### src/rtl/crtc_pkg.sv
// Shared widths, cursor mode encodings and sync-width helper for the CRT timing generator.
package crtc_pkg;

  localparam int H_W_DEF         = 8;
  localparam int V_W_DEF         = 7;
  localparam int RA_W_DEF        = 5;
  localparam int MA_W_DEF        = 14;
  localparam int CHAR_PIXELS_DEF = 8;
  localparam int SYNC_WIDTH_ZERO = 16;

  typedef enum logic [1:0] {
    CUR_STEADY  = 2'b00,
    CUR_OFF     = 2'b01,
    CUR_BLINK16 = 2'b10,
    CUR_BLINK32 = 2'b11
  } cursor_mode_e;

  typedef enum logic {
    V_ROWS   = 1'b0,
    V_ADJUST = 1'b1
  } v_phase_e;

  // A programmed width of zero means the longest pulse rather than no pulse.
  function automatic logic [4:0] sync_len(input logic [3:0] width);
    return (width == 4'd0) ? 5'(SYNC_WIDTH_ZERO) : {1'b0, width};
  endfunction

endpackage

### src/rtl/crtc_sync_pulse.sv
// Sync pulse stretcher: starts on trigger, stays high for the programmed number of steps.
module crtc_sync_pulse
  import crtc_pkg::*;
(
  input  logic       clk,
  input  logic       rst_n,
  input  logic       step,
  input  logic       trigger,
  input  logic [3:0] width,
  output logic       active
);

  logic [4:0] rem_q, rem_d;

  // rem_q counts the units still owed after the current one; a trigger seen while
  // the pulse is already running is ignored.
  always_comb begin
    rem_d = rem_q;
    if (step) begin
      if (rem_q != 5'd0) begin
        rem_d = rem_q - 5'd1;
      end else if (trigger) begin
        rem_d = sync_len(width) - 5'd1;
      end
    end
  end

  assign active = (rem_q != 5'd0) || trigger;

  always_ff @(posedge clk or negedge rst_n) begin
    if (!rst_n) begin
      rem_q <= '0;
    end else begin
      rem_q <= rem_d;
    end
  end

endmodule

### src/rtl/crtc_timing.sv
// 6845-style CRT timing generator: character clock, h/v sync and windows, ma/ra and cursor.
// state    | meaning
// V_ROWS   | scanning character rows 0..v_char_total, ra counts within the row
// V_ADJUST | extra scanlines after the last row, ra counts 0..v_adjust-1
module crtc_timing
  import crtc_pkg::*;
#(
  parameter int H_W         = H_W_DEF,
  parameter int V_W         = V_W_DEF,
  parameter int RA_W        = RA_W_DEF,
  parameter int MA_W        = MA_W_DEF,
  parameter int CHAR_PIXELS = CHAR_PIXELS_DEF
) (
  input  logic            pixel_clk,
  input  logic            reset_n,
  input  logic [H_W-1:0]  h_char_total,
  input  logic [H_W-1:0]  h_char_displayed,
  input  logic [H_W-1:0]  h_sync_pos,
  input  logic [3:0]      h_sync_width,
  input  logic [RA_W-1:0] v_char_height,
  input  logic [V_W-1:0]  v_char_total,
  input  logic [V_W-1:0]  v_char_displayed,
  input  logic [V_W-1:0]  v_sync_pos,
  input  logic [3:0]      v_sync_width,
  input  logic [RA_W-1:0] v_adjust,
  input  logic [MA_W-1:0] start_addr,
  input  logic [MA_W-1:0] cursor_addr,
  input  logic [RA_W-1:0] cursor_start,
  input  logic [RA_W-1:0] cursor_end,
  input  logic [1:0]      cursor_mode,
  output logic            char_ce,
  output logic            h_sync,
  output logic            h_active,
  output logic            v_sync,
  output logic            v_active,
  output logic            display_en,
  output logic [MA_W-1:0] ma,
  output logic [RA_W-1:0] ra,
  output logic            cursor,
  output logic            frame_start
);

  localparam int DIV_W = (CHAR_PIXELS > 1) ? $clog2(CHAR_PIXELS) : 1;
  localparam logic [DIV_W-1:0] DIV_LAST = DIV_W'(CHAR_PIXELS - 1);

  typedef struct packed {
    logic [H_W-1:0]  h_total;
    logic [H_W-1:0]  h_disp;
    logic [H_W-1:0]  h_pos;
    logic [3:0]      h_width;
    logic [RA_W-1:0] v_height;
    logic [V_W-1:0]  v_total;
    logic [V_W-1:0]  v_disp;
    logic [V_W-1:0]  v_pos;
    logic [3:0]      v_width;
    logic [RA_W-1:0] v_adj;
  } cfg_t;

  logic [DIV_W-1:0] div_q, div_d;
  logic             char_ce_q, char_ce_d;
  logic             cfg_loaded_q, cfg_loaded_d;
  cfg_t             cfg_q, cfg_d, cfg_in, cfg;
  logic [H_W-1:0]   h_char_q, h_char_d;
  logic [RA_W-1:0]  ra_cnt_q, ra_cnt_d;
  logic [V_W-1:0]   row_q, row_d;
  v_phase_e         vphase_q, vphase_d;
  logic [MA_W-1:0]  row_base_q, row_base_d;
  logic [MA_W-1:0]  ma_cnt_q, ma_cnt_d;
  logic [4:0]       frame_cnt_q, frame_cnt_d;

  logic             h_sync_q, h_sync_d, h_active_q, h_active_d;
  logic             v_sync_q, v_sync_d, v_active_q, v_active_d;
  logic             display_en_q, display_en_d, cursor_q, cursor_d;
  logic             frame_start_q, frame_start_d;
  logic [MA_W-1:0]  ma_q, ma_d;
  logic [RA_W-1:0]  ra_q, ra_d;

  logic             line_end, frame_end, h_trig, v_trig, hs_on, vs_on;
  logic             h_act, v_act, cur_en;
  logic [MA_W-1:0]  ma_cur, row_base_cur;

  always_comb begin
    cfg_in.h_total  = h_char_total;
    cfg_in.h_disp   = h_char_displayed;
    cfg_in.h_pos    = h_sync_pos;
    cfg_in.h_width  = h_sync_width;
    cfg_in.v_height = v_char_height;
    cfg_in.v_total  = v_char_total;
    cfg_in.v_disp   = v_char_displayed;
    cfg_in.v_pos    = v_sync_pos;
    cfg_in.v_width  = v_sync_width;
    cfg_in.v_adj    = v_adjust;
  end

  // Until the first character after reset has been taken, the live inputs stand in
  // for the shadow copy so the very first frame already runs on real settings.
  assign cfg          = cfg_loaded_q ? cfg_q : cfg_in;
  assign ma_cur       = cfg_loaded_q ? ma_cnt_q : start_addr;
  assign row_base_cur = cfg_loaded_q ? row_base_q : start_addr;

  assign line_end  = (h_char_q == cfg.h_total);
  assign frame_end = line_end &&
                     (((vphase_q == V_ROWS) && (ra_cnt_q == cfg.v_height) &&
                       (row_q == cfg.v_total) && (cfg.v_adj == '0)) ||
                      ((vphase_q == V_ADJUST) && (ra_cnt_q == cfg.v_adj - 1'b1)));

  assign h_trig = (h_char_q == cfg.h_pos);
  assign v_trig = (vphase_q == V_ROWS) && (row_q == cfg.v_pos) && (ra_cnt_q == '0);
  assign h_act  = (h_char_q < cfg.h_disp);
  assign v_act  = (vphase_q == V_ROWS) && (row_q < cfg.v_disp);

  crtc_sync_pulse u_h_sync (
    .clk     (pixel_clk),
    .rst_n   (reset_n),
    .step    (char_ce_q),
    .trigger (h_trig),
    .width   (cfg.h_width),
    .active  (hs_on)
  );

  crtc_sync_pulse u_v_sync (
    .clk     (pixel_clk),
    .rst_n   (reset_n),
    .step    (char_ce_q && line_end),
    .trigger (v_trig),
    .width   (cfg.v_width),
    .active  (vs_on)
  );

  always_comb begin
    case (cursor_mode)
      CUR_STEADY:  cur_en = 1'b1;
      CUR_OFF:     cur_en = 1'b0;
      CUR_BLINK16: cur_en = ~frame_cnt_q[3];
      default:     cur_en = ~frame_cnt_q[4];
    endcase
  end

  always_comb begin
    div_d         = (div_q == DIV_LAST) ? '0 : div_q + 1'b1;
    char_ce_d     = (div_d == DIV_LAST);
    cfg_loaded_d  = cfg_loaded_q | char_ce_q;
    cfg_d         = cfg_q;
    h_char_d      = h_char_q;
    ra_cnt_d      = ra_cnt_q;
    row_d         = row_q;
    vphase_d      = vphase_q;
    row_base_d    = row_base_q;
    ma_cnt_d      = ma_cnt_q;
    frame_cnt_d   = frame_cnt_q;
    h_sync_d      = h_sync_q;
    h_active_d    = h_active_q;
    v_sync_d      = v_sync_q;
    v_active_d    = v_active_q;
    display_en_d  = display_en_q;
    cursor_d      = cursor_q;
    frame_start_d = frame_start_q;
    ma_d          = ma_q;
    ra_d          = ra_q;
    if (char_ce_q) begin
      if (frame_end || !cfg_loaded_q) begin
        cfg_d = cfg_in;
      end
      h_char_d   = line_end ? '0 : h_char_q + 1'b1;
      row_base_d = row_base_cur;
      if (frame_end) begin
        ra_cnt_d    = '0;
        row_d       = '0;
        vphase_d    = V_ROWS;
        frame_cnt_d = frame_cnt_q + 1'b1;
        row_base_d  = start_addr;
        ma_cnt_d    = start_addr;
      end else if (line_end) begin
        ma_cnt_d = row_base_cur;
        if ((vphase_q == V_ADJUST) || (ra_cnt_q != cfg.v_height)) begin
          ra_cnt_d = ra_cnt_q + 1'b1;
        end else begin
          ra_cnt_d   = '0;
          row_base_d = row_base_cur + MA_W'(cfg.h_disp);
          ma_cnt_d   = row_base_cur + MA_W'(cfg.h_disp);
          if (row_q == cfg.v_total) begin
            vphase_d = V_ADJUST;
          end else begin
            row_d = row_q + 1'b1;
          end
        end
      end else begin
        ma_cnt_d = ma_cur + 1'b1;
      end
      h_sync_d      = hs_on;
      h_active_d    = h_act;
      v_sync_d      = vs_on;
      v_active_d    = v_act;
      display_en_d  = h_act && v_act;
      cursor_d      = h_act && v_act && (ma_cur == cursor_addr) &&
                      (cursor_start <= ra_cnt_q) && (ra_cnt_q <= cursor_end) && cur_en;
      frame_start_d = (h_char_q == '0) && (row_q == '0) && (ra_cnt_q == '0) &&
                      (vphase_q == V_ROWS);
      ma_d          = ma_cur;
      ra_d          = ra_cnt_q;
    end
  end

  always_ff @(posedge pixel_clk or negedge reset_n) begin
    if (!reset_n) begin
      div_q         <= '0;
      char_ce_q     <= 1'b0;
      cfg_loaded_q  <= 1'b0;
      cfg_q         <= '0;
      h_char_q      <= '0;
      ra_cnt_q      <= '0;
      row_q         <= '0;
      vphase_q      <= V_ROWS;
      row_base_q    <= '0;
      ma_cnt_q      <= '0;
      frame_cnt_q   <= '0;
      h_sync_q      <= 1'b0;
      h_active_q    <= 1'b0;
      v_sync_q      <= 1'b0;
      v_active_q    <= 1'b0;
      display_en_q  <= 1'b0;
      cursor_q      <= 1'b0;
      frame_start_q <= 1'b0;
      ma_q          <= '0;
      ra_q          <= '0;
    end else begin
      div_q         <= div_d;
      char_ce_q     <= char_ce_d;
      cfg_loaded_q  <= cfg_loaded_d;
      cfg_q         <= cfg_d;
      h_char_q      <= h_char_d;
      ra_cnt_q      <= ra_cnt_d;
      row_q         <= row_d;
      vphase_q      <= vphase_d;
      row_base_q    <= row_base_d;
      ma_cnt_q      <= ma_cnt_d;
      frame_cnt_q   <= frame_cnt_d;
      h_sync_q      <= h_sync_d;
      h_active_q    <= h_active_d;
      v_sync_q      <= v_sync_d;
      v_active_q    <= v_active_d;
      display_en_q  <= display_en_d;
      cursor_q      <= cursor_d;
      frame_start_q <= frame_start_d;
      ma_q          <= ma_d;
      ra_q          <= ra_d;
    end
  end

  assign char_ce     = char_ce_q;
  assign h_sync      = h_sync_q;
  assign h_active    = h_active_q;
  assign v_sync      = v_sync_q;
  assign v_active    = v_active_q;
  assign display_en  = display_en_q;
  assign ma          = ma_q;
  assign ra          = ra_q;
  assign cursor      = cursor_q;
  assign frame_start = frame_start_q;

endmodule

### config.mk
export PLATFORM = sky130hd
export DESIGN_NAME = crtc_timing
export DESIGN_NICKNAME = d
export VERILOG_FILES = /design/src/rtl/crtc_pkg.sv /design/src/rtl/crtc_sync_pulse.sv /design/src/rtl/crtc_timing.sv
export SDC_FILE = /design/constraint.sdc
export NUM_CORES = 1
export LEC_CHECK = 0
export BUFFER_PORTS_ARGS = -buffer_cell sky130_fd_sc_hd__buf_2
export CAP_MARGIN = 20
export CELL_PAD_IN_SITES_DETAIL_PLACEMENT = 0
export CELL_PAD_IN_SITES_GLOBAL_PLACEMENT = 1
export CORE_ASPECT_RATIO = 1.5
export CORE_MARGIN = 10
export CORE_UTILIZATION = 30
export CTS_CLUSTER_SIZE = 10
export DETAILED_ROUTE_END_ITERATION = 8
export PLACE_DENSITY_LB_ADDON = 0.1
export SYNTH_ARGS = -nofsm -noshare
export SYNTH_HDL_FRONTEND = slang
export SYNTH_HIERARCHICAL = 1
export SYNTH_SLANG_ARGS = --single-unit
### constraint.sdc
create_clock -name pixel_clk -period 6.6 [get_ports pixel_clk]
set_input_delay 1.65 -clock pixel_clk [delete_from_list [all_inputs] [get_ports pixel_clk]]
set_output_delay 1.65 -clock pixel_clk [all_outputs]
set_load 0.01 [all_outputs]
Word level (Yosys, flattened, before mapping)
Cells that the tools add are included.
{"block": "totals", "reg_bits": 158, "output_inout_bits": 27}
{"block": "op_classes", "n_lt_le_gt_ge": 4, "n_eq_ne": 14, "mux": 28, "n_addsub": 12, "n_reduce_logical": 43, "n_bitwise": 4}
{"op": "14-bit 2-to-1 mux", "count": 7}
{"op": "63-bit 2-to-1 mux", "count": 1}
{"op": "5-bit 2-to-1 mux", "count": 9}
{"op": "7-bit 2-to-1 mux", "count": 4}
{"op": "5-bit by 1-bit subtractor with 5-bit output (second input constant)", "count": 5}
{"op": "1-bit logical AND", "count": 17}
{"op": "8-bit equality test", "count": 2}
{"op": "14-bit by 1-bit adder with 14-bit output (second input constant)", "count": 1}
{"op": "14-bit by 8-bit adder with 14-bit output", "count": 1}
{"op": "14-bit equality test", "count": 1}
{"op": "7-bit equality test", "count": 2}
{"op": "5-bit by 1-bit adder with 5-bit output (second input constant)", "count": 2}
{"op": "5-bit equality test", "count": 2}
{"op": "5-bit <= comparator", "count": 2}
{"op": "5-bit logical NOT", "count": 2}
{"op": "2-bit AND reduction", "count": 5}
{"op": "5-bit nonzero test", "count": 2}
{"op": "8-bit by 1-bit adder with 8-bit output (second input constant)", "count": 1}
{"op": "4-bit logical NOT", "count": 2}
{"op": "8-bit logical NOT", "count": 1}
{"op": "8-bit < comparator", "count": 1}
{"op": "8-bit 2-to-1 mux", "count": 1}
{"op": "4-bit AND reduction", "count": 2}
{"op": "2-bit nonzero test", "count": 4}
{"op": "other kinds (17)", "count": 28}

Longest topological paths before layout
Gate-level depths: netlist (run 1).
{"block": "logic_depth", "depth_word": 9, "depth_mapped": 20}

Hierarchy
Netlist (run 1), hierarchy kept.
{"module": "crtc_timing", "instances": 1, "area_per_inst_um2": 9457.8, "seq_area_each_um2": 3703.6, "cells_per_inst": 926}
{"module": "crtc_sync_pulse", "instances": 2, "area_per_inst_um2": 359.1, "seq_area_each_um2": 125.1, "cells_per_inst": 42}

Worst setup path before layout (run 1)
No wires, ideal clock.
{"block": "synth_path", "path_kind": "register to register", "start": "reg cfg_loaded_q", "end": "reg ma_cnt_q[10]", "stages_incl_launch_ff": 21, "setup_time_ns": 0.123, "path_buffers": 9, "t_arrival_ns": 4.327, "path_slack_ns": 2.151, "period_less_slack_ns": 4.449, "t_required_ns": 6.477, "cell_sequence": "dfrtp_1 > buf_6 > buf_8 > buf_6 > buf_6 > buf_6 > buf_2 > buf_2 > buf_1 > buf_2 > mux2i_1 > inv_1 > fa_1 > a21oi_1 > o21ai_0 > a2111o_1 > and2_1 > a311oi_1 > a31oi_1 > o31a_1 > o221a_2"}
{"block": "synth_via", "elab_chain_len": 8, "elab_cells_between_ends": 22, "cone_classes": "add/sub (3); eq/ne (5); mux (6); reduce/logical (8)"}
{"item": "from (decl)", "line_no": "crtc_timing.sv:61", "source": "logic cfg_loaded_q, cfg_loaded_d;"}
{"item": "from (signal assigned)", "line_no": "crtc_timing.sv:229", "source": "cfg_loaded_q <= cfg_loaded_d;"}
{"item": "parallel branches: the longest is 7 deep, another holds 14-bit by 8-bit adder with 14-bit output"}
{"item": "14-bit 2-to-1 mux (*)", "line_no": "crtc_timing.sv:166", "source": "if (frame_end) begin"}
{"item": "to (signal assigned)", "line_no": "crtc_timing.sv:236", "source": "ma_cnt_q <= ma_cnt_d;"}
{"item": "to (decl)", "line_no": "crtc_timing.sv:68", "source": "logic [MA_W-1:0] ma_cnt_q, ma_cnt_d;"}
Mark *: on every way between the ends.
A chain may end at the register's enable or synchronous reset.

Worst setup path after layout (run 1)
{"block": "layout_path", "start": "reg cfg_loaded_q", "end": "reg cfg_q[51] (netlist bit)"}
{"block": "layout_via", "elab_chain_len": 9, "elab_cells_between_ends": 16, "cone_classes": "add/sub (1); eq/ne (4); mux (1); reduce/logical (10)"}
{"item": "parallel branches: the longest is 7 deep, another holds 5-bit by 1-bit subtractor with 5-bit output"}
{"item": "1-bit logical OR (*)", "line_no": "crtc_timing.sv:161", "source": "if (frame_end || !cfg_loaded_q) begin"}
{"item": "2-bit AND reduction (no line) (*)"}
{"item": "to (signal assigned)", "line_no": "crtc_timing.sv:230", "source": "cfg_q <= cfg_d;"}
{"item": "to (decl)", "line_no": "crtc_timing.sv:62", "source": "cfg_t cfg_q, cfg_d, cfg_in, cfg;"}
Marks and branches as above.

==> impl_metrics.csv, run 1 <==
group,metric,value,unit
grt,grt_max_degree,64,
drt,firstDrtPassIters,4,
setup_path,critPathLaunch,"cfg_loaded_q",
timing,fmax,0.223,GHz
finish,layout_commonest_cell,"dfrtp_1",
setup_path,worstPathMaxFanout,63,
hold_path,worstHoldEndpoint,"div_q[0]",
setup_path,end_kind,"register",
timing,drv_slew,0,
floorplan,initial_utilization,30.4,%
finish,final_cell_mix,"156 x dfrtp_1, 130 x buf_2, 70 x nor2_1, 69 x a21oi_1, 60 x mux2_1",
cts,worstSkewPairLatency,0.45,ns
grt,grt_antenna_before_repair,0,
logic_synthesis,ys_seq_elements,158,
drt,drt_iter0_markers,363,
setup_path,timing.rr.end,"cfg_q[51]",
outcome,status,"completed",
placed_design,io_buffers,131,
finish,final_area,11800,um2
cts,cts_made_buffers,17,
placed_design,placed_area,11200,um2
hold_path,min_path_cells,1,
cts,cts_hold_buffers,0,
setup_path,cpMostUsedCell,"buf_4",
hold_path,worstHoldPathType,"reg -> reg",
finish,area.growth.synth_to_final,15.7,%
setup_path,slowest_stage,"dfrtp_4",
cts,cts-root-buf,"clkbuf_16",
grt,grt_pass1_wl,47900,um
grt,grt.total_usage,14.8,%
timing,slew_headroom,35.8,%
setup_path,timing.reg2reg.setup_slack,2.11,ns
cts,h-tree-depth,4,
finish,drive_gt1_share,20.1,%
timing,finalSetupTns,0,ns
grt,grt_pass1_vias,8243,
timing,post-route-period-util,68.1,%
floorplan,die_w,170,um
floorplan,die_y,246,um
grt,gr-total-overflow,0,
timing,max_slew.worst_pin.slew,0.963,ns
drt,vias,7863,
finish,antenna_cells,0,
cts,post_cts_buffers,0,
finish,num-fill-cells,3523,
logic_synthesis,synth.net_count,1161,
drt,drc,0,
setup_path,reg2reg_from,"cfg_loaded_q",
floorplan,design.die.area,41800,um2
logic_synthesis,ys_types,82,
timing,hold_viol_final,0,
timing,fin_skew,0.0108,ns
cts,clock-sinks,158,
cts,clock_path_buffers,2,
setup_path,critPathKind,"reg -> reg",
floorplan,coreArea,33400,um2
pwr,peakVddDrop,171,uV
logic_synthesis,ys_seq_area_share,38.9,%
drt,post_drt_wl_per_cell,19.5,um
setup_path,required,6.93,ns
floorplan,io_pins,132,
flow_run,maxCapViolCount,0,
hold_path,min-delay-start,"div_q[0]",
logic_synthesis,ys_warn_count,6,
placed_design,dp_hpwl,22600,um
drt,via_per_inst,5.06,
logic_synthesis,synth.avg_cell_area,10.1,um2
drt,wl,30300,um
timing,fin_crit,4.49,ns
placed_design,gp_congestion,0.761,
setup_path,critPathMaxStageDelay,0.90,ns
setup_path,rr_worst_depth,11,
floorplan,fp-row-count,82,
drt,postRouteAntennaNets,0,
logic_synthesis,synth_area,10200,um2
cts,cts_resized,0,
setup_path,cp.arrival,4.83,ns
timing,final-setup-viol-count,0,
pwr,power_leakage,5.31,nW
logic_synthesis,netlist_instances,1010,
cts,clkSlewWorstSetupHoldPaths,0.07,ns
finish,nets,1272,
logic_synthesis,synthFlopType,"dfrtp_1",
timing,rsz0062_at_grt,"no",
logic_synthesis,synth_edf_count,0,
logic_synthesis,synthArstFlopShare,100,%
pwr,powerDensity,214,nW/um2
cts,cts_tree,"done",
setup_path,crit_chain,"buf_4, mux2i_1, xor2_1, nand3_1, nor4_1, a21oi_2, buf_4, nor2_2, a21oi_4, buf_4, mux2_1",
setup_path,cp-start-kind,"register",
where the power goes:
part,switching [mW],internal (mW)
logic,0.216,0.172
clock network,0.436,0.620
registers,0.0419,1.03
total,0.694,1.83
layer usage:
metal	GRT usage [%]	part of all wire (%)
met1	17.7	44
met4	5.38	1.7
met5	0	0
met3	2.63	3.4
met2	25.8	51
metrics by stage:
stage                     utilization (%)  std cells  hold WS (ns)  power, mW  setup WS (ns)
after floorplan                         -       1010         0.428       1.34           2.15
after global placement               33.3       1522         0.454       1.49           1.86
after detailed placement             33.3       1522         0.451       1.49           1.79
after CTS                            35.2       1554         0.469       2.58           2.10
after global routing                 35.2       1554         0.500       2.66           1.78
final                                35.2       1554         0.463       2.52           2.11
critical path, delay by kind of cell, from the launching register on:
family	cells	cell delay [ns]
buf+inv	3	1.03
mux	2	0.73
compound gates	2	0.14
simple gates	3	1.25
xor+xnor	1	0.16
flops	1	0.90
cell families after synthesis:
group	count (synthesis)	share of synthesized area [%]
simple gates	264	13.9
flops	158	38.9
mux	145	15.3
compound gates	219	14.0
fa+ha+maj	46	5.73
xor+xnor	90	7.75
buf+inv	88	4.43
worst max-delay path by stage:
stage                   end  slack [ns]  cells past startpoint
2_1_floorplan  ma_cnt_q[10]        2.15                     20
3_3_place_gp      cfg_q[51]        1.86                     11
3_5_place_dp      cfg_q[41]        1.79                     11
4_1_cts           cfg_q[41]        2.10                     11
5_1_grt           cfg_q[50]        1.78                     11
6_report          cfg_q[51]        2.11                     11
final cells by class:
type / count / area, um2 / area share (%)
Inverter: 36 / 135 / 1.15
Sequential cell: 158 / 3960 / 33.7
Tap cell: 420 / 526 / 4.46
Timing Repair Buffer: 144 / 759 / 6.45
Clock buffer: 21 / 460 / 3.91
Multi-Input combinational cell: 764 / 5770 / 49.0
Clock inverter: 11 / 156 / 1.33
cells in the mapped netlist, types with 5 or more instances:
library cell    n  share of area [%]
dfrtp_1       158                 39
nor2_1         70                2.6
a21oi_1        69                3.4
mux2_1         60                6.6
mux2i_1        59                5.8
xnor2_1        54                4.6
nand2_1        51                1.9
ha_1           45                5.5
o21ai_0        41                2.0
xor2_1         36                3.1
inv_1          35                1.3
mux2_2         25                2.8
nand3_1        25                1.2
clkbuf_1       22               0.81
nor2b_1        19                1.2
nor3_1         19               0.93
o22ai_1        19                1.2
nand4_1        16               0.98
nand2b_1       13               0.80
buf_2          12               0.59
buf_6          11                1.2
a21o_1          9               0.66
nor4_1          9               0.55
a211oi_1        8               0.59
a31oi_1         7               0.43
o21a_1          7               0.52
o21ai_1         7               0.34
and2_1          5               0.31
nor3b_1         5               0.37
or3_1           5               0.31
state kept, by name (all words and copies together), names as in the netlist, 3 cells and up:
register and cells:
cfg_q 63, div_q 3, frame_cnt_q 5, h_char_q 8, ma 14, ma_cnt_q 14
ra 5, ra_cnt_q 5, row_base_q 14, row_q 7, u_h_sync/rem_q 5, u_v_sync/rem_q 5
Power figures use the tool's default switching activity.
==> inputs of run 2 (changes only) <==
- clock period: 6.6 -> 4.6 ns (I/O delays scaled with it)
==> impl_metrics.csv, run 2 (synthesized netlist as in run 1, its figures left out) <==
group,metric,value,unit
floorplan,die_y,246,um
setup_path,required,4.93,ns
floorplan,coreArea,33400,um2
finish,top_register,"cfg_q",
finish,antenna_cells,0,
finish,drive_gt1_share,21.1,%
cts,clock-sinks,158,
pwr,power,3.74,mW
timing,finalSetupTns,0,ns
timing,fmax,0.273,GHz
setup_path,critPathKind,"reg -> reg",
placed_design,dp_hpwl,23000,um
placed_design,place_ws,0.476,ns
cts,h-tree-depth,4,
cts,post_cts_buffers,0,
placed_design,dp_cells,1537,
grt,gr-total-overflow,0,
finish,fin_cells,1569,
drt,firstDrtPassIters,4,
timing,hold_viol_final,0,
grt,grt_antenna_before_repair,0,
finish,area.growth.synth_to_final,17.8,%
floorplan,io_pins,132,
cts,cts-root-buf,"clkbuf_16",
drt,postRouteAntennaNets,0,
grt,grt_pass1_vias,8390,
pwr,power_leakage,5.45,nW
outcome,status,"completed",
timing,final-setup-viol-count,0,
floorplan,initial_utilization,30.4,%
drt,vias,7937,
finish,nets,1287,
setup_path,reg2reg_from,"cfg_loaded_q",
finish,multi_input_area,5770,um2
finish,register_area,3960,um2
flow_run,maxCapViolCount,0,
cts,cts_made_buffers,17,
finish,final_cell_mix,"156 x dfrtp_1, 130 x buf_2, 70 x nor2_1, 69 x a21oi_1, 60 x mux2_1",
cts,clock_path_buffers,2,
finish,layout_commonest_cell,"dfrtp_1",
timing,drv_slew,0,
setup_path,critPathLaunch,"cfg_loaded_q",
floorplan,design.die.area,41800,um2
placed_design,gp_congestion,0.821,
cts,cts_resized,0,
setup_path,timing.rr.end,"ma_cnt_q[10]",
cts,worstSkewPairLatency,0.45,ns
setup_path,worstPathMaxFanout,23,
finish,largest_reg_flops,63,
drt,wl,30600,um
grt,grt.total_usage,15.1,%
drt,via_per_inst,5.06,
setup_path,cp.arrival,4.00,ns
drt,post_drt_wl_per_cell,19.5,um
grt,grt_pass1_wl,48700,um
timing,fin_ws,0.933,ns
placed_design,io_buffers,131,
cts,clkSlewWorstSetupHoldPaths,0.06,ns
floorplan,die_w,170,um
setup_path,rr_worst_depth,11,
cts,cts_hold_buffers,0,
finish,num-fill-cells,3456,
drt,drt_iter0_markers,392,
cts,cts_tree,"done",
timing,max_slew.worst_pin.slew,0.813,ns
setup_path,endpoint,"ma_cnt_q[10]",
setup_path,cp-start-kind,"register",
placed_design,placed_area,11300,um2
timing,slew_headroom,45.8,%
setup_path,timing.reg2reg.setup_slack,0.93,ns
grt,grt_max_degree,67,
hold_path,worstHoldPathType,"reg -> reg",
timing,fin_skew,0.00985,ns
floorplan,fp-row-count,82,
setup_path,end_kind,"register",
pwr,powerDensity,312,nW/um2
finish,final_area,12000,um2
drt,drc,0,
timing,fin_crit,3.67,ns
pwr,peakVddDrop,237,uV
timing,rsz0062_at_grt,"no",
timing,post-route-period-util,79.7,%
==> run 2: changes by cell type in the layout (fill, tap and decap cells not counted) <==
cell	previous run	this run
clkinv_2	0	3
clkbuf_8	2	3
buf_4	13	23
clkinvlp_4	3	0
inv_6	3	1
bufinv_16	3	5
clkinv_4	2	1
buf_12	0	5
==> run 2: through the flow <==
step	hold WS [ns]	utilization, %
floorplan	0.428	-
global placement	0.449	33.9
detailed placement	0.452	33.9
CTS	0.468	35.8
global route	0.498	35.8
finish	0.466	35.8
==> run 2: final cells by class <==
cell class	instances	area share, %
Tap cell	420	4.38
Sequential cell	158	33.1
Multi-Input combinational cell	764	48.2
Clock buffer	22	3.96
Clock inverter	10	1.52
Timing Repair Buffer	159	7.80
Inverter	36	1.13
==> run 2: worst min-delay path by stage <==
stage	startpoint	end	slack (ns)	depth (start not counted)
floorplan	div_q[0]	div_q[0]	0.43	1
global placement	div_q[0]	div_q[0]	0.45	1
detailed placement	div_q[0]	div_q[0]	0.45	1
CTS	div_q[0]	div_q[0]	0.47	1
global route	h_active	h_active	0.50	1
finish	div_q[0]	div_q[0]	0.47	1
==> run 2: per-layer routing <==
| layer | wire [um] | global-route usage, % | share of wire, % |
|---|---|---|---|
| met2 | 15700 | 26.2 | 51 |
| met1 | 13200 | 18.1 | 43 |
| met4 | 567 | 5.54 | 1.9 |
| met5 | 0 | 0 | 0 |
| met3 | 1180 | 2.67 | 3.8 |
==> run 2: where the power goes <==
group | internal [mW] | leakage (nW) | total, mW | switching (mW)
clock network | 1.01 | 0.324 | 1.62 | 0.613
logic | 0.256 | 3.27 | 0.573 | 0.317
registers | 1.48 | 1.85 | 1.55 | 0.0618
==> run 2: critical path, stage by stage (launching register included) <==
cell and delay [ns]:
dfrtp_4 0.71, mux2_2 0.42, ha_1 0.23, fa_1 0.42, a21oi_1 0.23, o21ai_0 0.14
a2111o_1 0.47, and2_1 0.19, a311oi_1 0.27, a31oi_1 0.07, o31a_1 0.28, o221a_2 0.12
